**src/rtl/fifo_pkg.sv**
```systemverilog
// Shared defaults and sizing helpers for the parameterised synchronous FIFO.
package fifo_pkg;

  localparam int unsigned FIFO_DATA_W_DEF   = 8;
  localparam int unsigned FIFO_DEPTH_DEF    = 16;
  localparam int unsigned FIFO_AE_LEVEL_DEF = 2;
  localparam int unsigned FIFO_FWFT_DEF     = 0;

  // Occupancy counter width: must represent 0..depth inclusive.
  function automatic int unsigned cnt_w(input int unsigned depth);
    return $clog2(depth) + 1;
  endfunction

endpackage

```
**src/rtl/fifo_mem.sv**
```systemverilog
// DEPTH x DATA_W storage: one synchronous write port, one asynchronous read port.
module fifo_mem #(
  parameter int unsigned DATA_W = 8,
  parameter int unsigned DEPTH  = 16
) (
  input  logic                     clk,
  input  logic                     wr_en_i,
  input  logic [$clog2(DEPTH)-1:0] wr_addr_i,
  input  logic [DATA_W-1:0]        wr_data_i,
  input  logic [$clog2(DEPTH)-1:0] rd_addr_i,
  output logic [DATA_W-1:0]        rd_data_c
);

  logic [DATA_W-1:0] mem_q [DEPTH];

  always_ff @(posedge clk) begin
    if (wr_en_i) begin
      mem_q[wr_addr_i] <= wr_data_i;
    end
  end

  assign rd_data_c = mem_q[rd_addr_i];

endmodule

```
**src/rtl/param_sync_fifo.sv**
```systemverilog
// Parameterised single-clock FIFO with threshold flags, sticky error flags and
// selectable standard / first-word-fall-through read behaviour.
module param_sync_fifo
  import fifo_pkg::*;
#(
  parameter int unsigned DATA_W   = FIFO_DATA_W_DEF,
  parameter int unsigned DEPTH    = FIFO_DEPTH_DEF,
  parameter int unsigned AF_LEVEL = DEPTH - 2,
  parameter int unsigned AE_LEVEL = FIFO_AE_LEVEL_DEF,
  parameter int unsigned FWFT     = FIFO_FWFT_DEF
) (
  input  logic                      clk,
  input  logic                      rst,
  input  logic                      wr_en,
  input  logic [DATA_W-1:0]         wr_data,
  input  logic                      rd_en,
  input  logic                      clr_err,
  output logic [DATA_W-1:0]         rd_data,
  output logic                      rd_valid,
  output logic                      full,
  output logic                      empty,
  output logic                      almost_full,
  output logic                      almost_empty,
  output logic [cnt_w(DEPTH)-1:0]   count,
  output logic                      overflow,
  output logic                      underflow
);

  localparam int unsigned AW = $clog2(DEPTH);
  localparam int unsigned CW = cnt_w(DEPTH);

  // Elaboration-time parameter legality.
  if (DATA_W < 1 || DATA_W > 64) begin : g_bad_data_w
    $error("param_sync_fifo: DATA_W must be 1..64");
  end
  if (DEPTH < 2 || (DEPTH & (DEPTH - 1)) != 0) begin : g_bad_depth
    $error("param_sync_fifo: DEPTH must be a power of two >= 2");
  end
  if (!(AE_LEVEL < AF_LEVEL && AF_LEVEL <= DEPTH)) begin : g_bad_levels
    $error("param_sync_fifo: need AE_LEVEL < AF_LEVEL <= DEPTH");
  end

  logic [AW-1:0]     wr_ptr_q, wr_ptr_d;
  logic [AW-1:0]     rd_ptr_q, rd_ptr_d;
  logic [CW-1:0]     count_q, count_d;
  logic              full_q, full_d;
  logic              empty_q, empty_d;
  logic              af_q, af_d;
  logic              ae_q, ae_d;
  logic              ovf_q, ovf_d;
  logic              udf_q, udf_d;
  logic              rd_valid_q, rd_valid_d;
  logic [DATA_W-1:0] rd_data_q, rd_data_d;
  logic [DATA_W-1:0] head_data;
  logic              wr_acc;
  logic              rd_acc;

  fifo_mem #(
    .DATA_W (DATA_W),
    .DEPTH  (DEPTH)
  ) u_mem (
    .clk       (clk),
    .wr_en_i   (wr_acc),
    .wr_addr_i (wr_ptr_q),
    .wr_data_i (wr_data),
    .rd_addr_i (rd_ptr_q),
    .rd_data_c (head_data)
  );

  // Next-state: accept/reject decisions use the registered full/empty flags.
  always_comb begin
    wr_acc     = wr_en && !full_q;
    rd_acc     = rd_en && !empty_q;
    wr_ptr_d   = wr_ptr_q;
    rd_ptr_d   = rd_ptr_q;
    count_d    = count_q;
    rd_data_d  = rd_data_q;
    rd_valid_d = rd_acc;

    if (wr_acc) wr_ptr_d = wr_ptr_q + AW'(1);
    if (rd_acc) begin
      rd_ptr_d  = rd_ptr_q + AW'(1);
      rd_data_d = head_data;
    end

    case ({wr_acc, rd_acc})
      2'b10:   count_d = count_q + CW'(1);
      2'b01:   count_d = count_q - CW'(1);
      default: count_d = count_q;
    endcase

    full_d  = (count_d == CW'(DEPTH));
    empty_d = (count_d == '0);
    af_d    = (count_d >= CW'(AF_LEVEL));
    ae_d    = (count_d <= CW'(AE_LEVEL));

    // A new error event wins over a simultaneous clear.
    ovf_d = (wr_en && full_q)  || (ovf_q && !clr_err);
    udf_d = (rd_en && empty_q) || (udf_q && !clr_err);
  end

  always_ff @(posedge clk) begin
    if (rst) begin
      wr_ptr_q   <= '0;
      rd_ptr_q   <= '0;
      count_q    <= '0;
      full_q     <= 1'b0;
      empty_q    <= 1'b1;
      af_q       <= 1'b0;
      ae_q       <= 1'b1;
      ovf_q      <= 1'b0;
      udf_q      <= 1'b0;
      rd_valid_q <= 1'b0;
      rd_data_q  <= '0;
    end else begin
      wr_ptr_q   <= wr_ptr_d;
      rd_ptr_q   <= rd_ptr_d;
      count_q    <= count_d;
      full_q     <= full_d;
      empty_q    <= empty_d;
      af_q       <= af_d;
      ae_q       <= ae_d;
      ovf_q      <= ovf_d;
      udf_q      <= udf_d;
      rd_valid_q <= rd_valid_d;
      rd_data_q  <= rd_data_d;
    end
  end

  // FWFT exposes the head entry directly; standard mode uses the popped-word register.
  assign rd_data      = (FWFT != 0) ? (empty_q ? '0 : head_data) : rd_data_q;
  assign rd_valid     = (FWFT != 0) ? !empty_q : rd_valid_q;
  assign full         = full_q;
  assign empty        = empty_q;
  assign almost_full  = af_q;
  assign almost_empty = ae_q;
  assign count        = count_q;
  assign overflow     = ovf_q;
  assign underflow    = udf_q;

endmodule

```
**config.mk**
```make
export PLATFORM = sky130hd
export DESIGN_NAME = param_sync_fifo
export DESIGN_NICKNAME = d
export VERILOG_FILES = /design/src/rtl/fifo_pkg.sv /design/src/rtl/fifo_mem.sv /design/src/rtl/param_sync_fifo.sv
export SDC_FILE = /design/constraint.sdc
export NUM_CORES = 1
export LEC_CHECK = 0
export ABC_CLOCK_PERIOD_IN_PS = 8600
export CORE_AREA = 2 2 135 163
export DETAILED_ROUTE_END_ITERATION = 12
export DIE_AREA = 0 0 137 165
export SLEW_MARGIN = 10
export SYNTH_ARGS = -nofsm -noshare
export SYNTH_HDL_FRONTEND = slang
export SYNTH_SLANG_ARGS = --single-unit
```
**constraint.sdc**
```tcl
create_clock -name clk -period 8.6 [get_ports clk]
set_input_delay 2.58 -clock clk [delete_from_list [all_inputs] [get_ports clk]]
set_output_delay 2.58 -clock clk [all_outputs]
set_load 0.05 [all_outputs]
```
==> implementation parameters <==
Parameter                              Value

Status
  Run status    finished clean

Cells and area
  Final standard cell area without fillers    7350 um^2
  Commonest cells after routing, fill and taps aside    sky130_fd_sc_hd__edfxtp_1 (128), sky130_fd_sc_hd__mux4_2 (40), sky130_fd_sc_hd__clkdlybuf4s50_1 (32)
  Area growth from synthesis to layout    18.6%
  Share of final-layout standard cells stronger than drive strength 1    0.207
  Number of nets in the finished design    409
  Number of inserted filler cells in the final layout    1939
  Ant diodes    0
  Commonest non-fill, non-tap cell in the layout    sky130_fd_sc_hd__edfxtp_1

STA
  Slew @ Worst Pin    1.05 ns
  Minimum clock period    5.39 ns
  Worst clock skew    0.00988 ns
  Max Transition Viols Final    0
  RSZ-0062 raised after global routing    false
  Number of endpoints with negative hold slack in the final report    0
  Max-slew headroom    0.297
  Final Setup Violations    0
  Hold WS    0.455 ns
  Crit share post-route    0.627
  FMAX    0.185 GHz
  Fin Setup TNS    0 ns

Critical path
  Arrival time at the worst endpoint    5.70 ns
  Critical path start-end classification    in2reg
  Series of cell instances along the critical path    clkdlybuf4s50_1 -> nand2b_1 -> inv_1 -> ha_1 -> a21oi_1 -> a21boi_0 -> o21ai_0 -> mux2_2 -> nand3_1 -> nor4b_1
  Maximum fanout count along the critical path    15
  Library cell contributing the largest single delay on the critical path    sky130_fd_sc_hd__a21boi_0
  Biggest cell delay along the critical path    0.54 ns
  Required time of the critical path    8.91 ns
  Reg2Reg Launch Point    empty
  Crit end category    register
  Launch point of the worst path    rd_en
  Nature of the critical path startpoint    input port

Clock network
  TritonCTS buffer count    17
  Post-CTS Setup Repair Bufs    0
  CTS clk-pin slew, worst paths    0.06 ns
  Post-cts gate resize count    0
  Bufs on Longest Clock Path    2
  CTS sink cnt    156
  Clock root cell    sky130_fd_sc_hd__clkbuf_16
  Skew-Pair Late Insertion Delay    0.42 ns
  Number of hold buffers added after CTS    0
  Clock tree from TritonCTS    yes
  H-tree depth reported by CTS    4

Die
  Full die area    22600 um^2
  Width of the chip    137 um
  Standard-cell rows    58
  Initial core utilization    0.297
  Floorplan core area    20900 um^2
  Height of the die    165 um
  Top-Level Pins    33

Synth
  Mux contribution to synthesized area    0.150
  Share of the synthesized netlist area taken by xor and xnor gates    0.0141
  Cells after Synth    352
  Complex-gate fraction of the synthesized area    0.0303
  Basic-gate share of the synthesized area counting and, or, nand and nor cells    0.0586
  Count of state elements after synthesis    156
  Adder-cell share of the synthesized area    0.0141
  Most common flop cell mapped by yosys    sky130_fd_sc_hd__edfxtp_1
  Avg Synthesized Cell Area    17.6 um^2
  Netlist area before placement    6200 um^2
  Number of unique standard cell types used by synthesis    39
  Dominant combinational cell family by area after synthesis    multiplexers
  Post-Synthesis Net Count    372
  Number of synthesized flops with an enable pin    128
  Synth Warn #    0
  Fraction of registers with async set or reset after synthesis    0
  Share of the yosys chip area belonging to registers    0.711

Detailed routing
  Via/cell ratio    4.76
  Total via count after detailed routing    3193
  Max layer used    met4
  Final WL    12000 um
  Drt first pass iters    5
  Final ANT Viol Nets    0
  Routed len/inst    17.9 um
  DRC violation count after routing    0
  DR WL met3    460 um
  M1 wire length    4940 um
  Met2 WL    6460 um
  Number of DRC markers after the initial detailed-route iteration    226

Global route
  Antenna violations before repair    0
  Via count of the first global-routing pass    3329
  Global router's overall resource usage    0.114
  Pin count of the biggest net entering global routing    36
  Final global-route overflow total    0
  Global-route wire length before repair    18800 um

Placement
  Weighted congestion at the end of routability-driven global placement    0.724
  Half-perimeter wire length of the detailed placement result    8080 um
  Port-buffer cells    32
  Post-detailed-placement cell area    6790 um^2

Worst hold path
  Worst min path class    reg2reg
  Hold_sp    rd_data[7]

Pwr
  Leakage    2.29 nW
  Ratio of total power to cell area    259 nW/um^2
  Max VDD drop    0.128 mV

Job
  Number of maximum-capacitance constraint violations    0
state kept, by name (all words and copies together), names as in the netlist:
signal        flops
u_mem.mem_q     128
rd_data           8
count             5
rd_ptr_q          4
wr_ptr_q          4
almost_empty      1
almost_full       1
empty             1
full              1
overflow          1
rd_valid          1
underflow         1
through the flow:
step                      instances  power [mW]  utilization  setup slack, ns
after CTS                       671        1.92        0.352             3.24
after global routing            671        1.98        0.352             2.89
after floorplan                 352        1.12            -             3.98
after global placement          640        1.21        0.325             3.06
after detailed placement        640        1.22        0.325             2.81
final                           671        1.91        0.352             3.21
report_power, final:
group	switching (mW)	internal [mW]
clock network	0.307	0.402
registers	0.0222	0.845
logic	0.191	0.139
total	0.520	1.39
critical path, delay by kind of cell:
kind	cells	cell delay, ns
compound gates	3	0.97
fa+ha+maj	1	0.36
mux	1	0.28
buf+inv	2	0.78
simple gates	3	0.73
path summary, 6_finish.rpt:
path | endpoint | slack (ns) | cells after the start
max | full | 3.21 | 10
min reg2reg | rd_data[7] | 0.45 | 2
min | rd_data[7] | 0.45 | 2
max reg2reg | full | 5.38 | 9
cell families (layout without fill, tap and decap cells):
family,Yosys count,in the layout
xor gates and xnor gates,10,10
AOI/OAI and AO/OA,29,29
DFF,156,156
muxes,43,43
adders and majority gates,7,7
and+or+nand+nor,81,81
buffers and inverters,26,75
cells in the mapped netlist, types with 2 or more instances:
cell type,count,area (um^2)
sky130_fd_sc_hd__nand4_1,3,18.8
sky130_fd_sc_hd__edfxtp_1,128,3840
sky130_fd_sc_hd__nor3_1,6,30.0
sky130_fd_sc_hd__buf_6,3,33.8
sky130_fd_sc_hd__a21oi_1,13,65.1
sky130_fd_sc_hd__xor2_1,6,52.6
sky130_fd_sc_hd__nor2_1,28,105
sky130_fd_sc_hd__nor4_1,2,12.5
sky130_fd_sc_hd__nand2b_1,3,18.8
sky130_fd_sc_hd__buf_2,4,20.0
sky130_fd_sc_hd__dfxtp_1,28,561
sky130_fd_sc_hd__a22oi_1,2,15.0
sky130_fd_sc_hd__xnor2_1,4,35.0
sky130_fd_sc_hd__buf_1,2,7.51
sky130_fd_sc_hd__nand2_1,31,116
sky130_fd_sc_hd__mux2i_1,2,20.0
sky130_fd_sc_hd__mux4_2,40,901
sky130_fd_sc_hd__ha_1,7,87.6
sky130_fd_sc_hd__o21ai_0,5,25.0
sky130_fd_sc_hd__or3_1,2,12.5
sky130_fd_sc_hd__clkbuf_1,10,37.5
sky130_fd_sc_hd__inv_1,6,22.5
layer usage:
| layer | vias up | global-route usage |
|---|---|---|
| met4 | 0 | 0.0408 |
| li1 | 1451 | - |
| met2 | 76 | 0.204 |
| met1 | 1652 | 0.131 |
| met3 | 14 | 0.0289 |
| met5 | - | 0 |
area by class of cell:
type,count,area [um^2],area share
Multi-Input combinational cell,170,1660,0.226
Clock inverter,14,134,0.0182
Tap cell,270,338,0.0460
Clock buffer,17,425,0.0579
Inverter,6,22.5,0.00306
Timing Repair Buffer,38,365,0.0497
Sequential cell,156,4410,0.600
Power figures use the tool's default switching activity.
